**src/rtl/sequential_median_pkg.sv**
```systemverilog
// Shared constants for the 3x3 sliding-window rank filter: rank-mode
// encodings and the window depth in columns.
package sequential_median_pkg;
  localparam logic [1:0] MODE_MEDIAN = 2'b00;
  localparam logic [1:0] MODE_MIN    = 2'b01;
  localparam logic [1:0] MODE_MAX    = 2'b10;
  localparam int         WIN_COLS    = 3;
endpackage

```
**src/rtl/sequential_window_median_sort3.sv**
```systemverilog
// Combinational three-input sorter (lo <= mid <= hi, unsigned), built from a
// three compare-exchange network.
module sort3 #(
  parameter int WIDTH = 8
) (
  input  logic [WIDTH-1:0] a,
  input  logic [WIDTH-1:0] b,
  input  logic [WIDTH-1:0] c,
  output logic [WIDTH-1:0] lo,
  output logic [WIDTH-1:0] mid,
  output logic [WIDTH-1:0] hi
);
  logic [WIDTH-1:0] ab_lo, ab_hi, x_lo;

  assign ab_lo = (a < b) ? a : b;
  assign ab_hi = (a < b) ? b : a;
  // The larger of a/b meets c; its loser then meets the smaller of a/b.
  assign x_lo  = (ab_hi < c) ? ab_hi : c;
  assign hi    = (ab_hi < c) ? c : ab_hi;
  assign lo    = (ab_lo < x_lo) ? ab_lo : x_lo;
  assign mid   = (ab_lo < x_lo) ? x_lo : ab_lo;
endmodule

```
**src/rtl/sequential_window_median.sv**
```systemverilog
// Streaming 3x3 rank filter: sorts each incoming column, keeps the last three
// columns, and returns median/min/max of the window after a 3-stage pipeline.
module sequential_window_median
  import sequential_median_pkg::*;
#(
  parameter int WIDTH = 8
) (
  input  logic             clk,
  input  logic             rst_n,
  input  logic [WIDTH-1:0] A_in,
  input  logic [WIDTH-1:0] B_in,
  input  logic [WIDTH-1:0] C_in,
  input  logic             valid_in,
  input  logic             sol_in,
  input  logic [1:0]       mode_in,
  output logic [WIDTH-1:0] median_out,
  output logic             valid_out
);
  // Handshake: valid_in qualifies A/B/C_in, sol_in and mode_in in the same
  // cycle; there is no ready, every valid column is accepted. valid_out is a
  // one-cycle pulse per result and median_out holds between pulses.
  typedef logic [WIDTH-1:0] pix_t;
  localparam logic [1:0] CNT_FULL = 2'(WIN_COLS);

  function automatic pix_t min2(input pix_t x, input pix_t y);
    return (x < y) ? x : y;
  endfunction

  function automatic pix_t max2(input pix_t x, input pix_t y);
    return (x < y) ? y : x;
  endfunction

  pix_t col_lo, col_mid, col_hi;
  sort3 #(.WIDTH(WIDTH)) u_col_sort (
    .a(A_in), .b(B_in), .c(C_in), .lo(col_lo), .mid(col_mid), .hi(col_hi)
  );

  // Stage 0: window of sorted columns, slot WIN_COLS-1 is the newest.
  pix_t       win_lo_q [WIN_COLS], win_lo_d [WIN_COLS];
  pix_t       win_mid_q[WIN_COLS], win_mid_d[WIN_COLS];
  pix_t       win_hi_q [WIN_COLS], win_hi_d [WIN_COLS];
  logic [1:0] cnt_q, cnt_d;
  logic       s0_valid_q, s0_valid_d;
  logic [1:0] s0_mode_q, s0_mode_d;

  always_comb begin
    win_lo_d   = win_lo_q;
    win_mid_d  = win_mid_q;
    win_hi_d   = win_hi_q;
    cnt_d      = cnt_q;
    s0_valid_d = 1'b0;
    s0_mode_d  = s0_mode_q;
    if (valid_in) begin
      for (int i = 0; i < WIN_COLS - 1; i++) begin
        win_lo_d[i]  = win_lo_q[i+1];
        win_mid_d[i] = win_mid_q[i+1];
        win_hi_d[i]  = win_hi_q[i+1];
      end
      win_lo_d[WIN_COLS-1]  = col_lo;
      win_mid_d[WIN_COLS-1] = col_mid;
      win_hi_d[WIN_COLS-1]  = col_hi;
      // Line start leaves older slots stale; the count keeps them out.
      if (sol_in)                 cnt_d = 2'd1;
      else if (cnt_q != CNT_FULL) cnt_d = cnt_q + 2'd1;
      s0_valid_d = (cnt_d == CNT_FULL);
      s0_mode_d  = mode_in;
    end
  end

  // Stage 1: partial ranks across the three sorted columns.
  pix_t       med_mid, mid_sort_lo, mid_sort_hi;
  pix_t       max_lo_q, max_lo_d, med_mid_q, med_mid_d, min_hi_q, min_hi_d;
  pix_t       min_all_q, min_all_d, max_all_q, max_all_d;
  logic       s1_valid_q, s1_valid_d;
  logic [1:0] s1_mode_q, s1_mode_d;

  sort3 #(.WIDTH(WIDTH)) u_mid_sort (
    .a(win_mid_q[0]), .b(win_mid_q[1]), .c(win_mid_q[2]),
    .lo(mid_sort_lo), .mid(med_mid), .hi(mid_sort_hi)
  );

  always_comb begin
    max_lo_d   = max2(max2(win_lo_q[0], win_lo_q[1]), win_lo_q[2]);
    med_mid_d  = med_mid;
    min_hi_d   = min2(min2(win_hi_q[0], win_hi_q[1]), win_hi_q[2]);
    min_all_d  = min2(min2(win_lo_q[0], win_lo_q[1]), win_lo_q[2]);
    max_all_d  = max2(max2(win_hi_q[0], win_hi_q[1]), win_hi_q[2]);
    s1_valid_d = s0_valid_q;
    s1_mode_d  = s0_mode_q;
  end

  // Stage 2: final rank selection.
  pix_t fin_lo, fin_mid, fin_hi;
  pix_t median_q, median_d;
  logic valid_q, valid_d;
  logic unused_sort;

  sort3 #(.WIDTH(WIDTH)) u_fin_sort (
    .a(max_lo_q), .b(med_mid_q), .c(min_hi_q),
    .lo(fin_lo), .mid(fin_mid), .hi(fin_hi)
  );
  assign unused_sort = ^{mid_sort_lo, mid_sort_hi, fin_lo, fin_hi};

  always_comb begin
    median_d = median_q;
    valid_d  = s1_valid_q;
    if (s1_valid_q) begin
      case (s1_mode_q)
        MODE_MIN: median_d = min_all_q;
        MODE_MAX: median_d = max_all_q;
        default:  median_d = fin_mid;
      endcase
    end
  end

  always_ff @(posedge clk or negedge rst_n) begin
    if (!rst_n) begin
      for (int i = 0; i < WIN_COLS; i++) begin
        win_lo_q[i]  <= '0;
        win_mid_q[i] <= '0;
        win_hi_q[i]  <= '0;
      end
      cnt_q      <= '0;
      s0_valid_q <= 1'b0;
      s0_mode_q  <= MODE_MEDIAN;
      max_lo_q   <= '0;
      med_mid_q  <= '0;
      min_hi_q   <= '0;
      min_all_q  <= '0;
      max_all_q  <= '0;
      s1_valid_q <= 1'b0;
      s1_mode_q  <= MODE_MEDIAN;
      median_q   <= '0;
      valid_q    <= 1'b0;
    end else begin
      win_lo_q   <= win_lo_d;
      win_mid_q  <= win_mid_d;
      win_hi_q   <= win_hi_d;
      cnt_q      <= cnt_d;
      s0_valid_q <= s0_valid_d;
      s0_mode_q  <= s0_mode_d;
      max_lo_q   <= max_lo_d;
      med_mid_q  <= med_mid_d;
      min_hi_q   <= min_hi_d;
      min_all_q  <= min_all_d;
      max_all_q  <= max_all_d;
      s1_valid_q <= s1_valid_d;
      s1_mode_q  <= s1_mode_d;
      median_q   <= median_d;
      valid_q    <= valid_d;
    end
  end

  assign median_out = median_q;
  assign valid_out  = valid_q;
endmodule

```
**config.mk**
```make
export PLATFORM = sky130hd
export DESIGN_NAME = sequential_window_median
export DESIGN_NICKNAME = d
export VERILOG_FILES = /design/src/rtl/sequential_median_pkg.sv /design/src/rtl/sequential_window_median_sort3.sv /design/src/rtl/sequential_window_median.sv
export SDC_FILE = /design/constraint.sdc
export NUM_CORES = 1
export LEC_CHECK = 0
export ABC_AREA = 1
export ABC_CLOCK_PERIOD_IN_PS = 10600
export CORE_UTILIZATION = 48
export DETAILED_ROUTE_END_ITERATION = 10
export PLACE_DENSITY = 0.74
export SYNTH_ARGS = -nofsm -noshare
export SYNTH_HDL_FRONTEND = slang
export SYNTH_SLANG_ARGS = --single-unit
```
**constraint.sdc**
```tcl
create_clock -name clk -period 10.6 [get_ports clk]
set_input_delay 2.12 -clock clk [delete_from_list [all_inputs] [get_ports clk]]
set_output_delay 2.12 -clock clk [all_outputs]
set_load 0.02 [all_outputs]
```
==> results of run 1 <==
==> per-stage QoR <==
step | area [um2] | cells | hold WS (ps) | worst slack [ps] | util
after global placement | 9410 | 1452 | 360.2 | 3251 | 0.5203
after detailed placement | 9410 | 1452 | 366.9 | 3044 | 0.5203
final | 10010 | 1484 | 379.5 | 3363 | 0.5534
after floorplan | 8915 | 1228 | 331.2 | 4297 | -
after CTS | 10010 | 1484 | 382.1 | 3492 | 0.5534
after global routing | 10010 | 1484 | 401.6 | 2911 | 0.5534
==> sequential cells by signal (all words and copies together) (netlist names) <==
signal / flops
s1_valid_q: 1
min_hi_q: 8
s0_valid_q: 1
win_lo_q: 24
max_lo_q: 8
win_hi_q: 24
win_mid_q: 24
cnt_q: 2
s0_mode_q: 2
valid_out: 1
min_all_q: 8
s1_mode_q: 2
median_out: 8
med_mid_q: 8
max_all_q: 8
==> kinds of logic (layout without fill, tap and decap cells) <==
kind of cell,Yosys count,after routing,share of synthesized area
AOI/OAI and AO/OA,281,281,0.1669
adders and majority gates,107,107,0.1502
buffers and inverters,214,241,0.09235
DFF,129,129,0.3621
and+or+nand+nor,497,497,0.2285
==> synth_stat cells (8+ instances only) <==
library cell | number | share of area
nand2_1 | 364 | 0.15
o21ai_0 | 195 | 0.11
inv_1 | 166 | 0.070
dfrtp_1 | 129 | 0.36
ha_1 | 107 | 0.15
nand3_1 | 61 | 0.034
a21oi_1 | 53 | 0.030
nor2_1 | 46 | 0.019
clkbuf_1 | 37 | 0.016
nand2_2 | 9 | 0.0063
o211ai_1 | 8 | 0.0067
==> cell usage in the layout (no fill, tap or decap), types with 5 or more instances in the layout <==
master / n
buf_4: 6
o22ai_1: 7
a211oi_1: 7
inv_6: 5
nor2_1: 46
nand4_1: 5
nand3_1: 61
nand2_2: 9
nand3b_1: 7
clkbuf_16: 17
ha_1: 107
o21ai_0: 195
clkdlybuf4s50_1: 36
dfrtp_1: 129
inv_1: 166
o211ai_1: 8
nand2_1: 364
a21oi_1: 53
==> worst paths after layout <==
kind / from / end / slack, ps / depth (start not counted)
worst max-delay path: B_in[5] / win_lo_q[2] / 3360 / 22
max in group asynchronous: rst_n / win_mid_q[12] / 7450 / 2
worst max register to register: max_lo_q[7] / median_out[5] / 5010 / 21
min in group asynchronous: rst_n / valid_out / 1710 / 1
worst min register to register: s0_mode_q[0] / s1_mode_q[0] / 380 / 0
worst min-delay path: s0_mode_q[0] / s1_mode_q[0] / 380 / 0
==> per-layer routing <==
layer,GRT usage,up-vias
met1,0.2924,3514
met3,0.03568,34
li1,-,4038
met4,0.09344,0
met5,0,-
met2,0.3749,138
==> final cells by class <==
| cell class | count | share of cell area |
|---|---|---|
| timing repair buffer | 42 | 0.04050 |
| inverter | 167 | 0.06262 |
| sequential | 129 | 0.3225 |
| clock inverter | 15 | 0.01738 |
| tap | 229 | 0.02863 |
| clock buffer | 17 | 0.04250 |
| multi-input combinational | 885 | 0.4859 |
==> worst max-delay path, cell delays in order <==
cell and delay, ps:
clkdlybuf4s50_1 470, inv_1 50, ha_1 280, a21oi_1 160, nor2_1 60, a211oi_2 190, nand2_2 300, o21ai_0 430
ha_1 320, a21oi_1 150, nor2_1 50, a211oi_1 290, nand2_2 320, o21ai_0 420, ha_1 320, a21oi_1 160
nor2_1 70, a211oi_2 840, nand2_4 260, nand2_1 120, nand3_1 90, nand2_1 100
==> impl_metrics.tcl, run 1 <==
set metrics [dict create \
    finalCritPeriodShare 0.6828 \
    antenna_found_initial 0 \
    ctsHoldBuffers 0 \
    ctsRootBufferMaster "clkbuf_16" \
    core-area_um2 18090 \
    syn_nets 1365 \
    layout.nets 1379 \
    die_w_um 138.3 \
    setup_viol 0 \
    first_pass_iters 8 \
    ys_async_sr_fraction 1.000 \
    worst_slew_pin_slew_ps 1193 \
    met3_length_um 791 \
    n_antenna_cell 0 \
    cts_sinks 129 \
    post-dp-hpwl_mm 15.50 \
    clock_skew_ps 9.524 \
    die-area_um2 19120 \
    cts-resized-gates 0 \
    slew_violations 0 \
    path_max_fanout 31 \
    syn-instance-count 1228 \
    grtUsageTotal 0.2251 \
    critPathRequiredTime_ps 10960 \
    rows 49 \
    met2_length_mm 9.319 \
    synth_warnings 0 \
    layout-drive-gt1-share 0.04462 \
    multiInputGateArea_um2 4863 \
    cp-end-kind "flop" \
    synth.distinct_cells 28 \
    dr_total_vias 7724 \
    slew_headroom 0.2001 \
    die_height_um 138.3 \
    grt-ovfl-total 0 \
    run_status "complete, but fails checks" \
    vias_per_cell 5.205 \
    io_buffer_count 38 \
    grt_pass1_vias 7295 \
    first_iter_violations 465 \
    grt_max_degree 87 \
    rsz0062_at_grt "no" \
    cts_buffers 17 \
    clockBufferDepth 2 \
    pin_count 39 \
    avgSynthCellArea_um2 7.260 \
    netlist_area_um2 8915 \
    place_congestion 0.8733 \
    h-tree-depth 4 \
    yosysSeqAreaShare 0.3621 \
    wl_met1_mm 9.591 \
    synth-main-ff-cell "dfrtp_1" \
    fillers 1675 \
    floorplan.initialDensity 0.4929 \
    worst-setup-path-type "in2reg" \
    start_kind "primary input" \
    post-route-min-period_ps 7237 \
    postRouteAntennaNets 0 \
    routed_wl_mm 20.16 \
    hold_viol_final 0 \
    cts_tree "built" \
    ff_latch_area_um2 3228 \
    violations "DRC" \
    fin_tns_setup_ps 0 \
    top_layer "met4" \
    clock_latency_ps 430 \
    arrival_ps 7600 \
    synth_edf_count 0 \
    clkTransAtPathRegs_ps 60 \
    fmax_ghz 0.1382 \
    maxCapViolCount 0 \
    ys_ff_latch 129 \
    drc 7 \
    hold_path.class "reg2reg" \
    wire_per_inst_um 13.59 \
    postCtsSetupBuffers 0 \
    grt_pass1_wl_mm 34.78 \
    syn2layout_area_growth_pct 12.28 \
]
Power of run 1 is left out: the tool's default activity adds up to more than one toggle a clock period on the data nets, which glitch-free logic cannot reach.
==> run 2, diff against run 1 <==
Settings changed: ABC_CLOCK_PERIOD_IN_PS 10600 to 7550.
Clock period 10.6 ns to 7.55 ns, I/O delays scaled along.
==> run 2 against run 1 <==
  * Final cell count barely moved
  * Non-clock buffer count rose by 1
  * Clock-buffer cell count rose by 2
  * Worst hold slack improved by 9.5 ps
  * Routed wire length fell by 0.23%
  * Core utilization increased by 0.34 points
  * The flow still finishes with violations (DRC)
  * Clock skew up 3.3 ps
  * Die area unchanged
  * Flip-flop and latch count unchanged
  * Worst setup slack got worse by 2100 ps
==> impl_metrics.tcl, run 2 (same netlist as run 1, synthesis figures left out) <==
set metrics [dict create \
    path_delay_family "compound AO/OA/AOI/OAI gates" \
    first_iter_violations 427 \
    hold_viol_final 0 \
    worst-setup-path-type "in2reg" \
    cp_cell_sequence "clkdlybuf4s50_1 > inv_1 > ha_1 > a21oi_1 > nor2_1 > a211oi_2 > nand2_2 > o21ai_0 > ha_1 > nand2_1 > nor2_1 > a211oi_1 > nand2_2 > o21ai_0 > ha_1 > a21oi_1 > nor2_1 > a211oi_2 > buf_4 > nand2_4 > nand2_1 > nand3_1 > nand2_1" \
    rows 49 \
    die-area_um2 19120 \
    min_from "s0_mode_q[1]" \
    grtUsageTotal 0.2214 \
    clock_skew_ps 12.84 \
    place_ws_ps 999.7 \
    clock_latency_ps 420 \
    cp-end-kind "flop" \
    grt_max_degree 72 \
    multiInputGateArea_um2 4863 \
    syn2layout_area_growth_pct 12.97 \
    final_cell_mix "nand2_1, o21ai_0, inv_1" \
    rsz0062_at_grt "no" \
    finalCritPeriodShare 0.8278 \
    cp_slowest_cell "o21ai_0" \
    worst_slew_pin_slew_ps 1121 \
    r2r-start "max_lo_q[7]" \
    cts_buffers 17 \
    final_common_cell "nand2_1" \
    run_status "complete, but fails checks" \
    post-route-min-period_ps 6250 \
    arrival_ps 6600 \
    cts_tree "built" \
    clkTransAtPathRegs_ps 60 \
    cts-resized-gates 0 \
    drc 8 \
    fmax_ghz 0.1600 \
    layout.nets 1380 \
    fillers 1663 \
    first_pass_iters 8 \
    setup_slack_ps 1300 \
    ctsHoldBuffers 0 \
    postCtsSetupBuffers 0 \
    postRouteAntennaNets 0 \
    maxCapViolCount 0 \
    die_w_um 138.3 \
    core-area_um2 18090 \
    crit_path_max_incr_delay_ps 580 \
    fin_tns_setup_ps 0 \
    grt_pass1_wl_mm 34.31 \
    cp_num_buf_inv 3 \
    hold_path.class "reg2reg" \
    violations "DRC" \
    routed_wl_mm 20.12 \
    pin_count 39 \
    vias_per_cell 5.253 \
    final_area_um2 10070 \
    h-tree-depth 4 \
    slew_violations 0 \
    floorplan.initialDensity 0.4929 \
    io_buffer_count 38 \
    n_antenna_cell 0 \
    dpl_cell_area_um2 9418 \
    post-dp-hpwl_mm 15.35 \
    die_height_um 138.3 \
    clockBufferDepth 2 \
    wire_per_inst_um 13.55 \
    dr_total_vias 7801 \
    critPathLaunch "B_in[5]" \
    cts_sinks 129 \
    place_congestion 0.9000 \
    critPathRequiredTime_ps 7900 \
    layout-drive-gt1-share 0.04538 \
    start_kind "primary input" \
    antenna_found_initial 0 \
    path_max_fanout 31 \
    reg.largest.list "win_hi_q: 24 flops, win_lo_q: 24 flops, win_mid_q: 24 flops" \
    ff_latch_area_um2 3228 \
    grt-ovfl-total 0 \
    ctsRootBufferMaster "clkbuf_16" \
    slew_headroom 0.2485 \
    grt_pass1_vias 7329 \
    setup_viol 0 \
]
## run 2: changes by cell type in the layout (fill, tap and decap cells not counted), sizes merged
cell    change
inv         -3
bufinv      +2
clkbuf      +2
buf         +1
clkinv      -1
## run 2: final timing paths
check | endpoint | slack, ps | depth (start not counted)
max | win_lo_q[1] | 1300 | 23
min | s1_mode_q[1] | 390 | 0
max in group asynchronous | win_mid_q[11] | 5060 | 2
min in group asynchronous | valid_out | 1220 | 1
min reg2reg | s1_mode_q[1] | 390 | 0
max reg2reg | median_out[3] | 2040 | 21
## run 2: metrics by stage
step	utilization	hold WS, ps	std cells
global placement	0.5207	364.3	1453
floorplan	-	331.2	1228
CTS	0.5568	390.1	1485
finish	0.5568	389.1	1485
global route	0.5568	397.5	1485
detailed placement	0.5207	378.0	1453
## run 2: per-layer routing
metal  wire, um  share of wire  vias to the layer above  global-route usage
li1           -              -                     4032                   -
met1       9520           0.47                     3599              0.2855
met2       9537           0.47                      140              0.3757
met3        655          0.033                       30             0.03949
met4        403          0.020                        0             0.07451
met5          0              0                        -                   0
## run 2: layout make-up
type,instances,share of cell area
Timing Repair Buffer,43,0.04100
Inverter,167,0.06224
Clock inverter,13,0.01988
Sequential cell,129,0.3205
Tap cell,229,0.02845
Multi-Input combinational cell,885,0.4829
Clock buffer,19,0.04497
## run 2: worst register-to-register path, delay by kind of cell, from the launching register on
kind,cells,cell delay [ps]
buffers and inverters,1,40
adders and majority gates,3,980
DFF,1,400
AOI/OAI and AO/OA,8,2560
and+or+nand+nor,9,1480
Power of run 2 is left out for the same reason.
